$ cat config.mk
export PLATFORM = sky130hd
export DESIGN_NAME = sd_spi_card_controller_flat
export DESIGN_NICKNAME = d
export VERILOG_FILES = /design/src/rtl/sd_spi_card_controller_if.sv /design/src/rtl/sd_spi_card_controller.sv /design/src/flat_wrapper.sv
export SDC_FILE = /design/constraint.sdc
export NUM_CORES = 1
export LEC_CHECK = 0
export CAP_MARGIN = 20
export CORE_ASPECT_RATIO = 1.5
export CORE_MARGIN = 2
export CORE_UTILIZATION = 45
export CTS_CLUSTER_SIZE = 8
export DETAILED_ROUTE_END_ITERATION = 10
export PLACE_DENSITY = 0.81
export SLEW_MARGIN = 25
export SYNTH_ARGS = -nofsm -noshare
export SYNTH_HDL_FRONTEND = slang
export SYNTH_SLANG_ARGS = --single-unit
$ cat constraint.sdc
create_clock -name clock -period 2.7 [get_ports clock]
set_clock_uncertainty 0.1 [all_clocks]
set_input_delay 0.675 -clock clock [delete_from_list [all_inputs] [get_ports clock]]
set_output_delay 0.675 -clock clock [all_outputs]
set_load 0.005 [all_outputs]
$ cat src/rtl/sd_spi_card_controller_if.sv
// Command/response channel between the SPI receiver/transmitter and the SD card controller.
// master: drives command frames and accepts response bytes; slave: the card controller.
interface sd_spi_card_controller_if;
    logic        cmd_valid;
    logic        cmd_error;
    logic [5:0]  cmd_index;
    logic [31:0] cmd_arg;
    logic [7:0]  tx_data;
    logic        tx_valid;
    logic        tx_ready;

    modport master (
        output cmd_valid, cmd_error, cmd_index, cmd_arg, tx_ready,
        input  tx_data, tx_valid
    );

    modport slave (
        input  cmd_valid, cmd_error, cmd_index, cmd_arg, tx_ready,
        output tx_data, tx_valid
    );
endinterface

$ cat src/rtl/sd_spi_card_controller.sv
// SD-card SPI-mode command sequencer: tracks init state and the ACMD prefix, owns the
// data block size, and streams R1/R3/R7 responses (with NCR filler) over valid/ready.
module sd_spi_card_controller #(
    parameter int NCR_BYTES  = 1,
    parameter int INIT_POLLS = 2,
    parameter int MAX_BLOCK  = 2048,
    parameter int DEF_BLOCK  = 512
) (
    input  logic                            clock,
    input  logic                            reset,
    sd_spi_card_controller_if.slave         bus,
    output logic [11:0]                     block_size,
    output logic                            card_ready,
    output logic                            app_cmd,
    output logic                            busy
);

    typedef enum logic [1:0] {CARD_PWRUP, CARD_IDLE, CARD_READY} card_state_e;
    typedef enum logic [1:0] {RSP_WAIT, RSP_NCR, RSP_RESP}       rsp_state_e;

    localparam logic [2:0] NCR_LAST = 3'(NCR_BYTES == 0 ? 0 : NCR_BYTES - 1);

    card_state_e       card_state_q, card_state_d;
    logic [3:0]        poll_q, poll_d;
    logic              app_cmd_q, app_cmd_d;
    logic [11:0]       block_size_q, block_size_d;

    rsp_state_e        rsp_state_q, rsp_state_d;
    logic [2:0]        ncr_cnt_q, ncr_cnt_d;
    logic [2:0]        byte_idx_q, byte_idx_d;
    logic [2:0]        resp_last_q, resp_last_d;
    logic [4:0][7:0]   resp_q, resp_d;

    logic              start;
    logic              illegal, crc_err, param_err;

    // Command decode: card state updates and response composition.
    always_comb begin
        // NOTE: every comb output gets a default first so no path can infer a latch.
        card_state_d = card_state_q;
        poll_d       = poll_q;
        app_cmd_d    = app_cmd_q;
        block_size_d = block_size_q;
        resp_d       = '0;
        resp_last_d  = 3'd0;
        start        = 1'b0;
        illegal      = 1'b0;
        crc_err      = 1'b0;
        param_err    = 1'b0;

        if (!busy) begin
            if (bus.cmd_error) begin
                app_cmd_d = 1'b0;
                if (card_state_q != CARD_PWRUP) begin
                    start   = 1'b1;
                    crc_err = 1'b1;
                end
            end else if (bus.cmd_valid) begin
                app_cmd_d = 1'b0;
                if (card_state_q != CARD_PWRUP || bus.cmd_index == 6'd0) begin
                    start = 1'b1;
                    case (bus.cmd_index)
                        6'd0: begin
                            card_state_d = CARD_IDLE;
                            poll_d       = 4'd0;
                            block_size_d = 12'(DEF_BLOCK);
                        end
                        6'd8: begin
                            resp_d[3]   = {4'h0, bus.cmd_arg[11:8]};
                            resp_d[4]   = bus.cmd_arg[7:0];
                            resp_last_d = 3'd4;
                        end
                        6'd55: app_cmd_d = 1'b1;
                        6'd41: begin
                            if (!app_cmd_q) begin
                                illegal = 1'b1;
                            end else if (card_state_q == CARD_IDLE) begin
                                if (poll_q < 4'(INIT_POLLS)) poll_d = poll_q + 4'd1;
                                if (poll_d == 4'(INIT_POLLS)) card_state_d = CARD_READY;
                            end
                        end
                        6'd16: begin
                            if (bus.cmd_arg >= 32'd1 && bus.cmd_arg <= 32'(MAX_BLOCK))
                                block_size_d = bus.cmd_arg[11:0];
                            else
                                param_err = 1'b1;
                        end
                        6'd58: begin
                            resp_d[1]   = {card_state_q == CARD_READY, 7'b0};
                            resp_d[2]   = 8'hFF;
                            resp_d[3]   = 8'h80;
                            resp_last_d = 3'd4;
                        end
                        default: illegal = 1'b1;
                    endcase
                end
            end
        end
        resp_d[0] = {1'b0, param_err, 2'b00, crc_err, illegal, 1'b0, card_state_d == CARD_IDLE};
    end

    always_ff @(posedge clock) begin
        // NOTE: sequential state uses non-blocking assignments so every flop samples pre-edge values.
        if (!reset) begin
            card_state_q <= CARD_PWRUP;
            poll_q       <= 4'd0;
            app_cmd_q    <= 1'b0;
            block_size_q <= 12'(DEF_BLOCK);
            resp_last_q  <= 3'd0;
        end else begin
            card_state_q <= card_state_d;
            poll_q       <= poll_d;
            app_cmd_q    <= app_cmd_d;
            block_size_q <= block_size_d;
            if (start) resp_last_q <= resp_last_d;
        end
    end

    // NOTE: the response buffer is only read after a start loads it, so it carries no reset.
    always_ff @(posedge clock) begin
        if (start) resp_q <= resp_d;
    end

    // Response FSM: state register.
    always_ff @(posedge clock) begin
        if (!reset) begin
            rsp_state_q <= RSP_WAIT;
            ncr_cnt_q   <= 3'd0;
            byte_idx_q  <= 3'd0;
        end else begin
            rsp_state_q <= rsp_state_d;
            ncr_cnt_q   <= ncr_cnt_d;
            byte_idx_q  <= byte_idx_d;
        end
    end

    // Response FSM: next state; a byte advances only on a valid/ready handshake.
    always_comb begin
        rsp_state_d = rsp_state_q;
        ncr_cnt_d   = ncr_cnt_q;
        byte_idx_d  = byte_idx_q;
        case (rsp_state_q)
            RSP_WAIT: begin
                if (start) begin
                    rsp_state_d = (NCR_BYTES == 0) ? RSP_RESP : RSP_NCR;
                    ncr_cnt_d   = 3'd0;
                    byte_idx_d  = 3'd0;
                end
            end
            RSP_NCR: begin
                if (bus.tx_ready) begin
                    ncr_cnt_d = ncr_cnt_q + 3'd1;
                    if (ncr_cnt_q == NCR_LAST) rsp_state_d = RSP_RESP;
                end
            end
            RSP_RESP: begin
                if (bus.tx_ready) begin
                    byte_idx_d = byte_idx_q + 3'd1;
                    if (byte_idx_q == resp_last_q) rsp_state_d = RSP_WAIT;
                end
            end
            default: rsp_state_d = RSP_WAIT;
        endcase
    end

    // Response FSM: outputs.
    always_comb begin
        bus.tx_valid = 1'b0;
        bus.tx_data  = 8'hFF;
        busy         = 1'b0;
        case (rsp_state_q)
            RSP_NCR: begin
                bus.tx_valid = 1'b1;
                busy         = 1'b1;
            end
            RSP_RESP: begin
                bus.tx_valid = 1'b1;
                bus.tx_data  = resp_q[byte_idx_q];
                busy         = 1'b1;
            end
            default: ;
        endcase
    end

    assign block_size = block_size_q;
    assign card_ready = (card_state_q == CARD_READY);
    assign app_cmd    = app_cmd_q;

endmodule

$ cat src/flat_wrapper.sv
// flat-port wrapper written by rule: the top's interface ports become plain ports
module sd_spi_card_controller_flat 
#(
    parameter int NCR_BYTES  = 1,
    parameter int INIT_POLLS = 2,
    parameter int MAX_BLOCK  = 2048,
    parameter int DEF_BLOCK  = 512
)
  (clock, reset, block_size, card_ready, app_cmd, busy, bus_cmd_valid, bus_cmd_error, bus_cmd_index, bus_cmd_arg, bus_tx_ready, bus_tx_data, bus_tx_valid);
  sd_spi_card_controller_if bus_i ();
  input  logic clock;
  input  logic reset;
  output logic [11:0] block_size;
  output logic card_ready;
  output logic app_cmd;
  output logic busy;
  input wire logic [$bits(bus_i.cmd_valid)-1:0] bus_cmd_valid;
  input wire logic [$bits(bus_i.cmd_error)-1:0] bus_cmd_error;
  input wire logic [$bits(bus_i.cmd_index)-1:0] bus_cmd_index;
  input wire logic [$bits(bus_i.cmd_arg)-1:0] bus_cmd_arg;
  input wire logic [$bits(bus_i.tx_ready)-1:0] bus_tx_ready;
  output wire logic [$bits(bus_i.tx_data)-1:0] bus_tx_data;
  output wire logic [$bits(bus_i.tx_valid)-1:0] bus_tx_valid;
  assign bus_i.cmd_valid = bus_cmd_valid;
  assign bus_i.cmd_error = bus_cmd_error;
  assign bus_i.cmd_index = bus_cmd_index;
  assign bus_i.cmd_arg = bus_cmd_arg;
  assign bus_i.tx_ready = bus_tx_ready;
  assign bus_tx_data = bus_i.tx_data;
  assign bus_tx_valid = bus_i.tx_valid;
  sd_spi_card_controller #(.NCR_BYTES(NCR_BYTES), .INIT_POLLS(INIT_POLLS), .MAX_BLOCK(MAX_BLOCK), .DEF_BLOCK(DEF_BLOCK)) u_core (.clock(clock), .reset(reset), .bus(bus_i), .block_size(block_size), .card_ready(card_ready), .app_cmd(app_cmd), .busy(busy));
endmodule
Word-level counts from Yosys, hierarchy flattened
Cells that the tools add are included.
{ "totals": {"output_inout_bits": 24, "elab_cells": 131, "inputBits": 43, "register_bits": 66} }
{ "op_classes": {"eq_ne": 20, "n_reduce_logical": 25, "bitwise": 7, "magnitude_cmp": 4, "n_mux": 55, "addsub": 3} }
{ "ops": {"columns": ["cell", "count"], "rows": [
  ["4-bit 2-to-1 mux", 10],
  ["32-bit by 1-bit >= comparator with 1-bit output (second input constant)", 1],
  ["32-bit by 12-bit <= comparator with 1-bit output (second input constant)", 1],
  ["8-bit binary-select mux with 3-bit select", 1],
  ["2-bit 2-to-1 mux", 12],
  ["3-bit 2-to-1 mux", 8],
  ["12-bit one-hot mux with 2 select lines", 1],
  ["5-bit OR reduction", 4],
  ["6-bit equality test (second input constant)", 3],
  ["16-bit 2-to-1 mux", 1],
  ["8-bit 2-to-1 mux", 2],
  ["8-bit one-hot mux with 2 select lines", 1],
  ["1-bit 2-to-1 mux", 12],
  ["12-bit 2-to-1 mux", 1],
  ["2-bit by 1-bit != test with 1-bit output (second input constant)", 6],
  ["3-bit one-hot mux with 2 select lines", 2],
  ["2-bit nonzero test", 6],
  ["4-bit one-hot mux with 2 select lines", 1],
  ["1-bit inverter", 7],
  ["7-bit AND reduction", 1],
  ["3-bit by 1-bit adder with 3-bit output (second input constant)", 2],
  ["2-bit by 1-bit equality test with 1-bit output (second input constant)", 3],
  ["6-bit by 4-bit equality test with 1-bit output (second input constant)", 1],
  ["6-bit by 5-bit equality test with 1-bit output (second input constant)", 1],
  ["other kinds (21)", 26]
]} }

Depth between registers and ports, before layout
Gate-level depths: netlist (run 1).
{ "logic_depth": {"ltp_word": 19, "ltp_mapped": 8, "mapped_depth_nobuf": 7} }

Worst setup path after synthesis (run 1)
No wires, ideal clock.
{ "synth_timing": {"path_kind": "input -> register", "from": "input port bus_cmd_index[3]", "to": "register u_core.byte_idx_q[0]", "required_time_ps": 2484, "cell_stages": 6, "setup_time_ps": 116, "n_path_buf": 0, "path_slack_ps": 285, "t_arrival_ps": 2199, "cell_sequence": "or4_4 o21ai_2 nand2_2 inv_1 nand3b_1 and3_1"} }
{ "synth_via": {"elab_chain_cells": 8} }
{ "synth_rtl": {"columns": ["element", "line", "text"], "rows": [
  ["from (decl)", "flat_wrapper.sv:19", "input wire logic [$bits(bus_i.cmd_index)-1:0] bus_cmd_index;"],
  ["6-bit logical NOT", "sd_spi_card_controller.sv:60", "if (card_state_q != CARD_PWRUP || bus.cmd_index == 6'd0) begin"],
  ["1-bit logical OR", "sd_spi_card_controller.sv:60", null],
  ["1-bit 2-to-1 mux", "sd_spi_card_controller.sv:60", null],
  ["1-bit 2-to-1 mux", "sd_spi_card_controller.sv:58", "end else if (bus.cmd_valid) begin"],
  ["1-bit 2-to-1 mux", "sd_spi_card_controller.sv:52", "if (bus.cmd_error) begin"],
  ["1-bit 2-to-1 mux", "sd_spi_card_controller.sv:51", "if (!busy) begin"],
  ["via u_core.start", "sd_spi_card_controller.sv:34", "logic start;"],
  ["2-bit by 1-bit != test with 1-bit output (no line)", null, null],
  ["3-bit AND reduction (no line)", null, null],
  ["to (signal assigned)", "sd_spi_card_controller.sv:133", "byte_idx_q <= byte_idx_d;"],
  ["to (decl)", "sd_spi_card_controller.sv:30", "logic [2:0] byte_idx_q, byte_idx_d;"]
]} }
The timed path passes the listed nets, and every way through them passes these cells.
A chain may end at the register's enable or synchronous reset.

Final worst setup path (run 1)
{ "layout_timing": {"from": "register u_core.byte_idx_q[0]", "to": "output port bus_tx_data[1]"} }
{ "layout_via": {"elab_chain_cells": 3} }
{ "layout_rtl": {"columns": ["element", "line", "text"], "rows": [
  ["8-bit binary-select mux with 3-bit select", "sd_spi_card_controller.sv:178", "bus.tx_data = resp_q[byte_idx_q];"],
  ["8-bit 2-to-1 mux (implied by the code)", "sd_spi_card_controller.sv:178", null],
  ["8-bit 2-to-1 mux", "sd_spi_card_controller.sv:171", "case (rsp_state_q)"],
  ["to (decl)", "flat_wrapper.sv:22", "output wire logic [$bits(bus_i.tx_data)-1:0] bus_tx_data;"]
]} }
Every way passes these cells. The select of a mux whose other input is x is not followed.

==> metrics, run 1 <==
GR Overflow Total=0; WP buf/inv=2; Pleak=1.319 nW; Worst Hold Launch=u_core.poll_q[3]; status=complete, no violations; Post-synth EDFFs=19; FF+latch area=1136 µm²; cell family with most CP delay=buffers and inverters; Final Hold Viols=0; maxcap violations=0; Max Clk Rate=386.1 MHz; most common library cells after synthesis=28 x dfxtp_1, 28 x nand2_1, 24 x nor2_1, 19 x edfxtp_1, 15 x a21oi_1; TritonCTS buffer count=5; CP Class=reg -> out; wire per inst=14.57 µm; via count=2347; CTS tree=yes; largest area contributor in the netlist=edfxtp_1; FF-to-FF End=u_core.block_size[1]; Max-slew headroom=0.6588; crit path DAT=~1800 ps; final period utilization=0.9592; min-delay worst type=reg -> reg; Total Die Area=6106 µm²; GPL Wtd Cong=approximately 0.9; Final ANT Viol Nets=0; WHS Path Cells=2; crit path launch type=flip-flop; Syn Area/Cell=9.351 µm²; crit-path max FO=8; CTS sink count=47; Fillers=460; Hold Slack=379.3 ps; port bufs=66; die height=94.71 µm; nets=412; Post-CTS Hold Fix Bufs=0; Async S/R FF share, synth=0; H-tree levels=2; Die Span X=64.48 µm; final WL=6280 µm; Mapped Area=2469 µm²; crit path time final=2590 ps; pin count of the biggest net entering global routing=20; Core ar.=about 5400 µm²; post-synthesis register bit count=47; Starting Density=0.4599; Hold EP=u_core.poll_q[3]; Synth warnings=0; Via-to-Cell Ratio=5.445; DP HPWL=5043 µm; CP Data Required Time=1920 ps; CP max stage cell=clkdlybuf4s50_1; DR DRC count=0; root buffer cell=clkbuf_8; top cell type's share of synthesized area=0.2311; layout cells sized above 1=0.1579; antenna violations before repair=0; TNS Setup=0 ps; FF-to-FF path depth=8; CP Capture Type=primary output; first-pass GRT wire length=10580 µm; Setup-failing EPs final=0; RSZ-0062 raised after global routing=true; Power Total=1.503 mW; Iter 0 DRT Violations=181; IO Pins=67; Post-synth top flop=dfxtp_1; Global Route Usage Sum=0.2192; reg2reg setup slack=290 ps; antenna cells=0; multi-input logic area=1286 µm²; vias in the first global route=between 2000 and 2500; Post-Syn Nets=316; clk buf depth=2; Peak supply drop=277.7 µV; critical path cell sequence=clkinv_2 -> nand2_1 -> o31ai_4 -> a21oi_1 -> nand2_1 -> clkdlybuf4s50_1; Max Slew Vio Count=0; Seq/Total Area, Yosys=0.4582; Gate Count Post-Synth=264; worst-margin pin slew=510.1 ps; num rows=33; area delta synth->final=45.06%; CP dominant cell by count=nand2_1; R2R Path Start=u_core.rsp_state_q[0]; Distinct cells, synth=53; clk_lat worst skew=about 290 ps; CP max stage delay=500 ps; Pre-Repair DR Iteration Count=4; Power Dens Cells=about 420 nW/µm²; clock slew at reported path FFs=90 ps; synth top area cells=edfxtp_1 23%, dfxtp_1 23%, ha_1 4.6%, nand2_1 4.3%, a22o_1 3.9%
==> logic make-up after synthesis <==
group / share of synthesized area
xor gates and xnor gates: 0.01774
adders and majority gates: 0.04562
AOI/OAI and AO/OA: 0.1789
buffers and inverters: 0.03395
and+or+nand+nor: 0.2362
DFF: 0.4582
muxes: 0.02940
==> layout make-up <==
type / instances / share of cell area
multi-input combinational: 196 / 0.3592
clock inverter: 2 / 0.003494
inverter: 10 / 0.01083
tap: 70 / 0.02446
sequential: 47 / 0.3173
timing repair buffer: 100 / 0.2645
clock buffer: 6 / 0.02027
==> placed cells by master (no fill, tap or decap), types with 4 or more instances in the layout <==
cell type	Yosys	final
and2_1	13	13
nor4_1	9	9
nand3_1	7	7
nor3_1	5	5
nand2_1	28	28
edfxtp_1	19	19
clkbuf_8	0	5
ha_1	9	8
o21ai_0	8	8
clkdlybuf4s50_1	0	65
dfxtp_1	28	26
a22o_1	11	11
a21oi_1	15	15
buf_4	1	31
nor3b_1	5	5
xnor2_1	4	4
nor2_1	24	24
nor2b_1	4	4
mux2i_1	5	5
inv_1	9	8
==> stage by stage <==
step | util | worst slack (ps) | area [µm²] | std cells
after floorplan | - | 285.2 | 2469 | 264
after global placement | 0.6429 | -61.02 | 3451 | 423
after detailed placement | 0.6429 | -171.8 | 3451 | 423
after CTS | 0.6608 | 17.83 | 3547 | 431
after global routing | 0.6671 | -13.47 | 3581 | 431
final | 0.6671 | 110.3 | 3581 | 431
==> worst max path at each step <==
stage,startpoint,to,slack (ps),depth (start not counted)
floorplan,bus_cmd_index[3],u_core.byte_idx_q[0],290,6
global placement,bus_cmd_arg[10],u_core.block_size[7],-60,7
detailed placement,bus_cmd_arg[5],u_core.block_size[1],-170,7
CTS,u_core.byte_idx_q[1],bus_tx_data[7],20,4
global route,u_core.byte_idx_q[0],bus_tx_data[1],-10,6
finish,u_core.byte_idx_q[0],bus_tx_data[1],110,6
==> sequential cells by signal, summed over array words and instances (netlist names) <==
register / count
u_core.block_size: 12
u_core.resp_last_q: 1
u_core.app_cmd: 1
u_core.resp_q: 19
u_core.byte_idx_q: 3
u_core.ncr_cnt_q: 3
u_core.poll_q: 4
u_core.rsp_state_q: 2
u_core.card_state_q: 2
==> report_power, final <==
group	internal, mW	switching (mW)
logic	0.177	0.164
clock network	0.181	0.230
registers	0.742	0.00862
total	1.10	0.403
==> tightest hold or removal path, cell delays in order (launching register included) <==
cell and delay, ps:
dfxtp_1 350, inv_1 60, nor2_1 30
==> metal layers <==
metal / share of wire / global-route usage / vias up
li1: - / - / 1164
met1: 0.38 / 0.2385 / 1088
met2: 0.55 / 0.4253 / 81
met3: 0.039 / 0.02861 / 14
met4: 0.028 / 0.07979 / 0
met5: 0 / 0 / -
==> repair_timing <==
item	in CTS	in global routing
gates resized for setup	5	9
cloned	0	0
pin swaps	0	0
setup buffers	0	0
endpoints found under the setup margin	8	10
Power figures use the tool's default switching activity.
==> run 2, diff against run 1 <==
CORE_UTILIZATION = 44   (was 45)
PLACE_DENSITY = 0.83   (was 0.81)
clock period = 2.3 ns   (was 2.7 ns; I/O delays follow)
==> run 2 against run 1 <==
Total power increased by 28%. Combinational power increased by 38%. Worst setup slack got worse by 83 ps. Sequential power increased by 18%. Routed wire length increased by 19%. First-iteration DRC count decreased by 12%. Utilization increased by 6.3 points. Register-to-register slack got worse by 50 ps. Critical path depth increased by 1. Critical path type is now in -> reg. Non-clock buffer count increased by 34.
==> metrics, run 2 (synthesis results as in run 1) <==
worst-margin pin slew=361.4 ps (-148.8 ps); Final Non-Filler Cells=465 (+7.9%); CTS tree=yes; final WL=7487 µm (+19%); Final Hold Viols=0 (unchanged); DP HPWL=5496 µm (+9.0%); FF-to-FF End=u_core.block_size[0]; reg2reg setup slack=240 ps (-50 ps); CP Capture Type=flip-flop; status=complete, no violations; Max Slew Vio Count=0 (unchanged); Setup-failing EPs final=0 (unchanged); pin count of the biggest net entering global routing=20 (unchanged); Iter 0 DRT Violations=160 (-12%); crit path launch type=input port; CP max stage cell=clkdlybuf4s50_1; min-delay worst type=reg -> reg; port bufs=66 (unchanged); WHS Path Cells=1 (-1); R2R Path Start=u_core.rsp_state_q[0]; FF+latch area=1137 µm² (+0.11%); Fillers=389 (-15%); multi-input logic area=1411 µm² (+9.7%); Power Dens Cells=484.1 nW/µm² (+15%); CP Data Required Time=2390 ps (+470 ps); Pre-Repair DR Iteration Count=4 (unchanged); crit path time final=2273 ps; Peak supply drop=310.5 µV (+12%); DP Worst Slack=-623.1 ps (-451.3 ps); area delta synth->final=61.18%; Total Die Area=6238 µm² (+2.2%); CTS sink count=47 (unchanged); TNS Setup=0 ps (unchanged); Worst Hold Launch=u_core.block_size[5]; Post-CTS Hold Fix Bufs=0 (unchanged); max reg flops=19 (unchanged); GPL Wtd Cong=0.8418 (-4.4%); crit-path max FO=6 (-2); Pleak=1.581 nW (+20%); DR DRC count=0 (unchanged); first-pass GRT wire length=11920 µm (+13%); root buffer cell=clkbuf_8; maxcap violations=0 (unchanged); final period utilization=0.9882; antenna cells=0 (unchanged); vias in the first global route=2615 (+9.6%); wire per inst=16.10 µm (+11%); clk buf depth=2 (unchanged); nets=446 (+8.3%); Max Clk Rate=roughly 440 MHz; Via-to-Cell Ratio=5.538 (+1.7%); Global Route Usage Sum=0.2472 (+0.02804); num rows=33 (unchanged); most frequent cells in the layout=63 x buf_4, 41 x clkdlybuf4s50_1, 27 x nand2_1; CP Class=in -> reg; setup ws final=27.03 ps (-83.22 ps); Worst Setup SP=bus_cmd_arg[2]; via count=2575 (+9.7%); Core ar.=5450 µm² (+1.5%); TritonCTS buffer count=5 (unchanged); GR Overflow Total=0 (unchanged); placed cell count=445 (+5.2%); Top reg by flops=u_core.resp_q; IO Pins=67 (unchanged); clk_lat worst skew=300 ps (about the same); Starting Density=0.4529 (-0.006968); antenna violations before repair=0 (unchanged); Final Util=0.7300 (+0.06290); Hold Slack=385.7 ps (+6.352 ps); commonest non-fill, non-tap cell in the layout=buf_4; critical path cell sequence=clkdlybuf4s50_1 -> nor3_2 -> nand4_1 -> a2111oi_4 -> o21ai_2 -> buf_4 -> a22o_1; Final ANT Viol Nets=0 (unchanged); CP max stage delay=450 ps (-50 ps); FF-to-FF path depth=9 (+1); Hold EP=u_core.block_size[5]; clock slew at reported path FFs=90 ps (about the same); Max-slew headroom=0.7557 (+0.09686); crit path DAT=2370 ps (+560 ps); layout cells sized above 1=0.2987 (+0.1408); H-tree levels=2 (unchanged); die height=95.74 µm (+1.1%); Die Span X=65.16 µm (+1.1%)
==> run 2: how the worst max path moves through the flow <==
stage,to,depth (start not counted)
3_3_place_gp,u_core.rsp_state_q[1],7
2_1_floorplan,u_core.block_size[9],8
6_report,u_core.block_size[0],7
5_1_grt,bus_tx_data[1],7
3_5_place_dp,u_core.block_size[1],7
4_1_cts,bus_tx_data[7],4
==> run 2: critical path: cells and delay by family <==
family	cells	cell delay [ps]
AO/OA/AOI/OAI	3	710
buffers and inverters	2	610
AND/OR/NAND/NOR	2	460
==> run 2: per-layer routing <==
layer,share of wire,track usage
met5,0,0
met4,0.024,0.1007
met3,0.034,0.04211
met2,0.56,0.4719
met1,0.38,0.2645
==> run 2: cell type report <==
class                   count  area share
multi-input cells         196      0.3547
clock inverters             1    0.001887
clock buffers               7     0.02453
well taps                  70     0.02201
inverters                  10     0.01132
flip-flops and latches     47      0.2858
repair buffers            134      0.2997
==> run 2: stage by stage <==
step	power (mW)	instance area, µm²
finish	1.926	3979
global route	2.002	3979
CTS	1.899	3849
detailed placement	1.319	3620
global placement	1.308	3620
floorplan	1.091	2472
==> run 2: what timing repair did <==
action                                  CTS  global route
gates cloned                              1             0
setup buffers                             6             5
endpoints found under the setup margin   46            38
pin swaps                                10            10
endpoints found under the hold margin     0             0
gates resized for setup                  45            28
==> run 2: where the power goes <==
part	internal, mW	leakage (nW)	switching (mW)	total [mW]
clock	0.281	0.0496	0.290	0.571
combinational	0.246	1.14	0.224	0.470
sequential	0.875	0.393	0.0112	0.886
total	1.40	1.58	0.525	1.93
==> run 3, diff against run 2 <==
SKIP_CTS_REPAIR_TIMING = 1   (was not set)
==> run 3 against run 2 <==
Final area fell by 0.35%. Die area stayed put. Worst setup slack lost 62 ps. The run now ends with negative setup slack left. Combinational power is 1% lower. Via count down 1.0%. Critical path depth unchanged. Clock power about the same.
==> metrics, run 3 (synthesis results as in run 1) <==
Top Usage Layer GRT=met2; crit-path max FO=12 (+6); M2 GR Usage=0.4396 (-0.03231); post-route design area=3965 µm² (-0.35%); Worst Setup SP=bus_cmd_arg[3]; wire per inst=16.80 µm (+4.3%); final period utilization=1.015 (+0.02686); GR Overflow Total=0 (unchanged); root buffer cell=clkbuf_8; Max-slew headroom=0.7489 (-0.006801); area delta synth->final=60.62%; via count=2549 (-1.0%); clock slew at reported path FFs=90 ps (about the same); Global Route Usage Sum=0.2354 (-0.01188); CTS sink count=47 (unchanged); Pleak=1.583 nW (+0.13%); DP HPWL=5496 µm (unchanged); Final ANT Viol Nets=0 (unchanged); Fillers=383 (-1.5%); Comb pwr share=0.241 (-0.003); setup ws final=-34.75 ps (-61.78 ps); Peak supply drop=323.0 µV (+4.0%); clock power share=0.298 (+0.002); nets=438 (-1.8%); vias in the first global route=2522 (-3.6%); Starting Density=0.4529 (unchanged); maxcap violations=0 (unchanged); Switch Pwr=0.5178 mW (-1.3%); Die Span X=65.16 µm (unchanged); Via-to-Cell Ratio=5.578 (+0.72%); FF-to-FF End=u_core.poll_q[0]; Iter 0 DRT Violations=187 (+17%); GPL Wtd Cong=0.8418 (unchanged); commonest non-fill, non-tap cell in the layout=buf_4; Pre-Repair DR Iteration Count=5 (+1); H-tree levels=2 (unchanged); Max Clk Rate=428.3 MHz (-2.6%); Setup-failing EPs final=11 (+11); antenna cells=0 (unchanged); crit path launch type=input port; DR DRC count=0 (unchanged); Power Dens Cells=484.6 nW/µm² (about the same); FF-to-FF path depth=9 (unchanged); CP Capture Type=flip-flop; failing checks=negative setup slack; status=complete, but fails checks; met3 usage=0.04327 (+0.001170); multi-input logic area=1405 µm² (-0.44%); R2R Path Start=u_core.rsp_state_q[0]; Pint=1.403 mW (+0.12%); crit path time final=2335 ps (+61.78 ps); sw frac=0.2695 (-0.002786); crit path capture=u_core.block_size[4]; CTS tree=yes; Total Die Area=6238 µm² (unchanged); FF+latch area=1136 µm² (-0.11%); port bufs=66 (unchanged); Top reg by flops=u_core.resp_q; CP Class=in -> reg; die height=95.74 µm (unchanged); CP Data Required Time=2390 ps (about the same); Final Hold Viols=0 (unchanged); pin count of the biggest net entering global routing=20 (unchanged); reg2reg setup slack=280 ps (+40 ps); first-pass GRT wire length=11360 µm (-4.7%); TritonCTS buffer count=5 (unchanged); clk_lat worst skew=300 ps (about the same); antenna violations before repair=0 (unchanged); max reg flops=19 (unchanged); most frequent cells in the layout=57 x buf_4, 46 x clkdlybuf4s50_1, 27 x nand2_1; dpl cell area=3620 µm² (unchanged); worst-margin pin slew=371.4 ps (+10.06 ps); min-delay worst type=reg -> reg; Core ar.=5450 µm² (unchanged); Power Total=1.921 mW (-0.26%); crit path DAT=2430 ps (+60 ps); final WL=7676 µm (+2.5%); IO Pins=67 (unchanged); register share of total power=0.460 (about the same); num rows=33 (unchanged); GRT met1 Usage=0.2539 (-0.01062); Final Util=0.7275 (-0.002526); layout cells sized above 1=0.2636 (-0.03517); clk buf depth=2 (unchanged); Max Slew Vio Count=0 (unchanged)
run 3: cell count changes in the layout (fill, tap and decap cells not counted), sizes merged:
cell and delta:
dlygate4sd2 -15, dlymetal6s2s +12, buf -8, clkdlybuf4s50 +5, clkbuf -2, clkinv -1
inv +1
run 3: metrics by stage:
step / setup TNS (ps) / setup WS (ps) / std cells / hold slack, ps
finish: -181.0 / -34.75 / 457 / 381.0
global route: -570.0 / -56.49 / 457 / 399.5
CTS: -6664 / -427.7 / 453 / 387.7
detailed placement: -20310 / -623.1 / 445 / 358.5
global placement: -14880 / -342.4 / 445 / 356.9
floorplan: 0 / 37.45 / 264 / 343.5
run 3: power groups by stage:
| stage | sequential, mW | combinational (mW) | clock (mW) |
|---|---|---|---|
| final | 0.884 | 0.464 | 0.573 |
| after CTS | 0.882 | 0.422 | 0.576 |
| after floorplan | 0.902 | 0.189 | 0 |
| after global placement | 0.900 | 0.408 | 0 |
| after global routing | 0.885 | 0.502 | 0.608 |
| after detailed placement | 0.901 | 0.419 | 0 |
run 3: worst max-delay path, cell delays in order:
cell and delay (ps):
clkdlybuf4s50_1 490, nor3_2 310, nand4_1 230, a2111oi_4 360, o21ai_1 90, buf_4 180, a22o_1 200
run 3: final cells by class:
class                      instances  share of cell area
clock buffer                       7             0.02461
clock inverter                     1            0.001893
inverter                          10             0.01041
multi-input combinational        196              0.3544
sequential                        47              0.2865
tap                               70             0.02209
timing repair buffer             126              0.3001
run 3: routing by layer:
metal / wire length [µm] / vias to the layer above
met5: 0 / -
met4: 196 / 0
met3: 292 / 14
met2: 4365 / 72
met1: 2822 / 1250
li1: - / 1213
run 3: worst min-delay path by stage:
stage                               start                     to  slack (ps)  depth (start not counted)
global route         u_core.block_size[8]   u_core.block_size[8]         400                          1
global placement     u_core.block_size[7]   u_core.block_size[7]         360                          1
floorplan                u_core.poll_q[3]       u_core.poll_q[3]         340                          2
finish              u_core.rsp_state_q[0]  u_core.rsp_state_q[0]         380                          2
CTS                  u_core.block_size[5]   u_core.block_size[5]         390                          1
detailed placement   u_core.block_size[8]   u_core.block_size[8]         360                          1
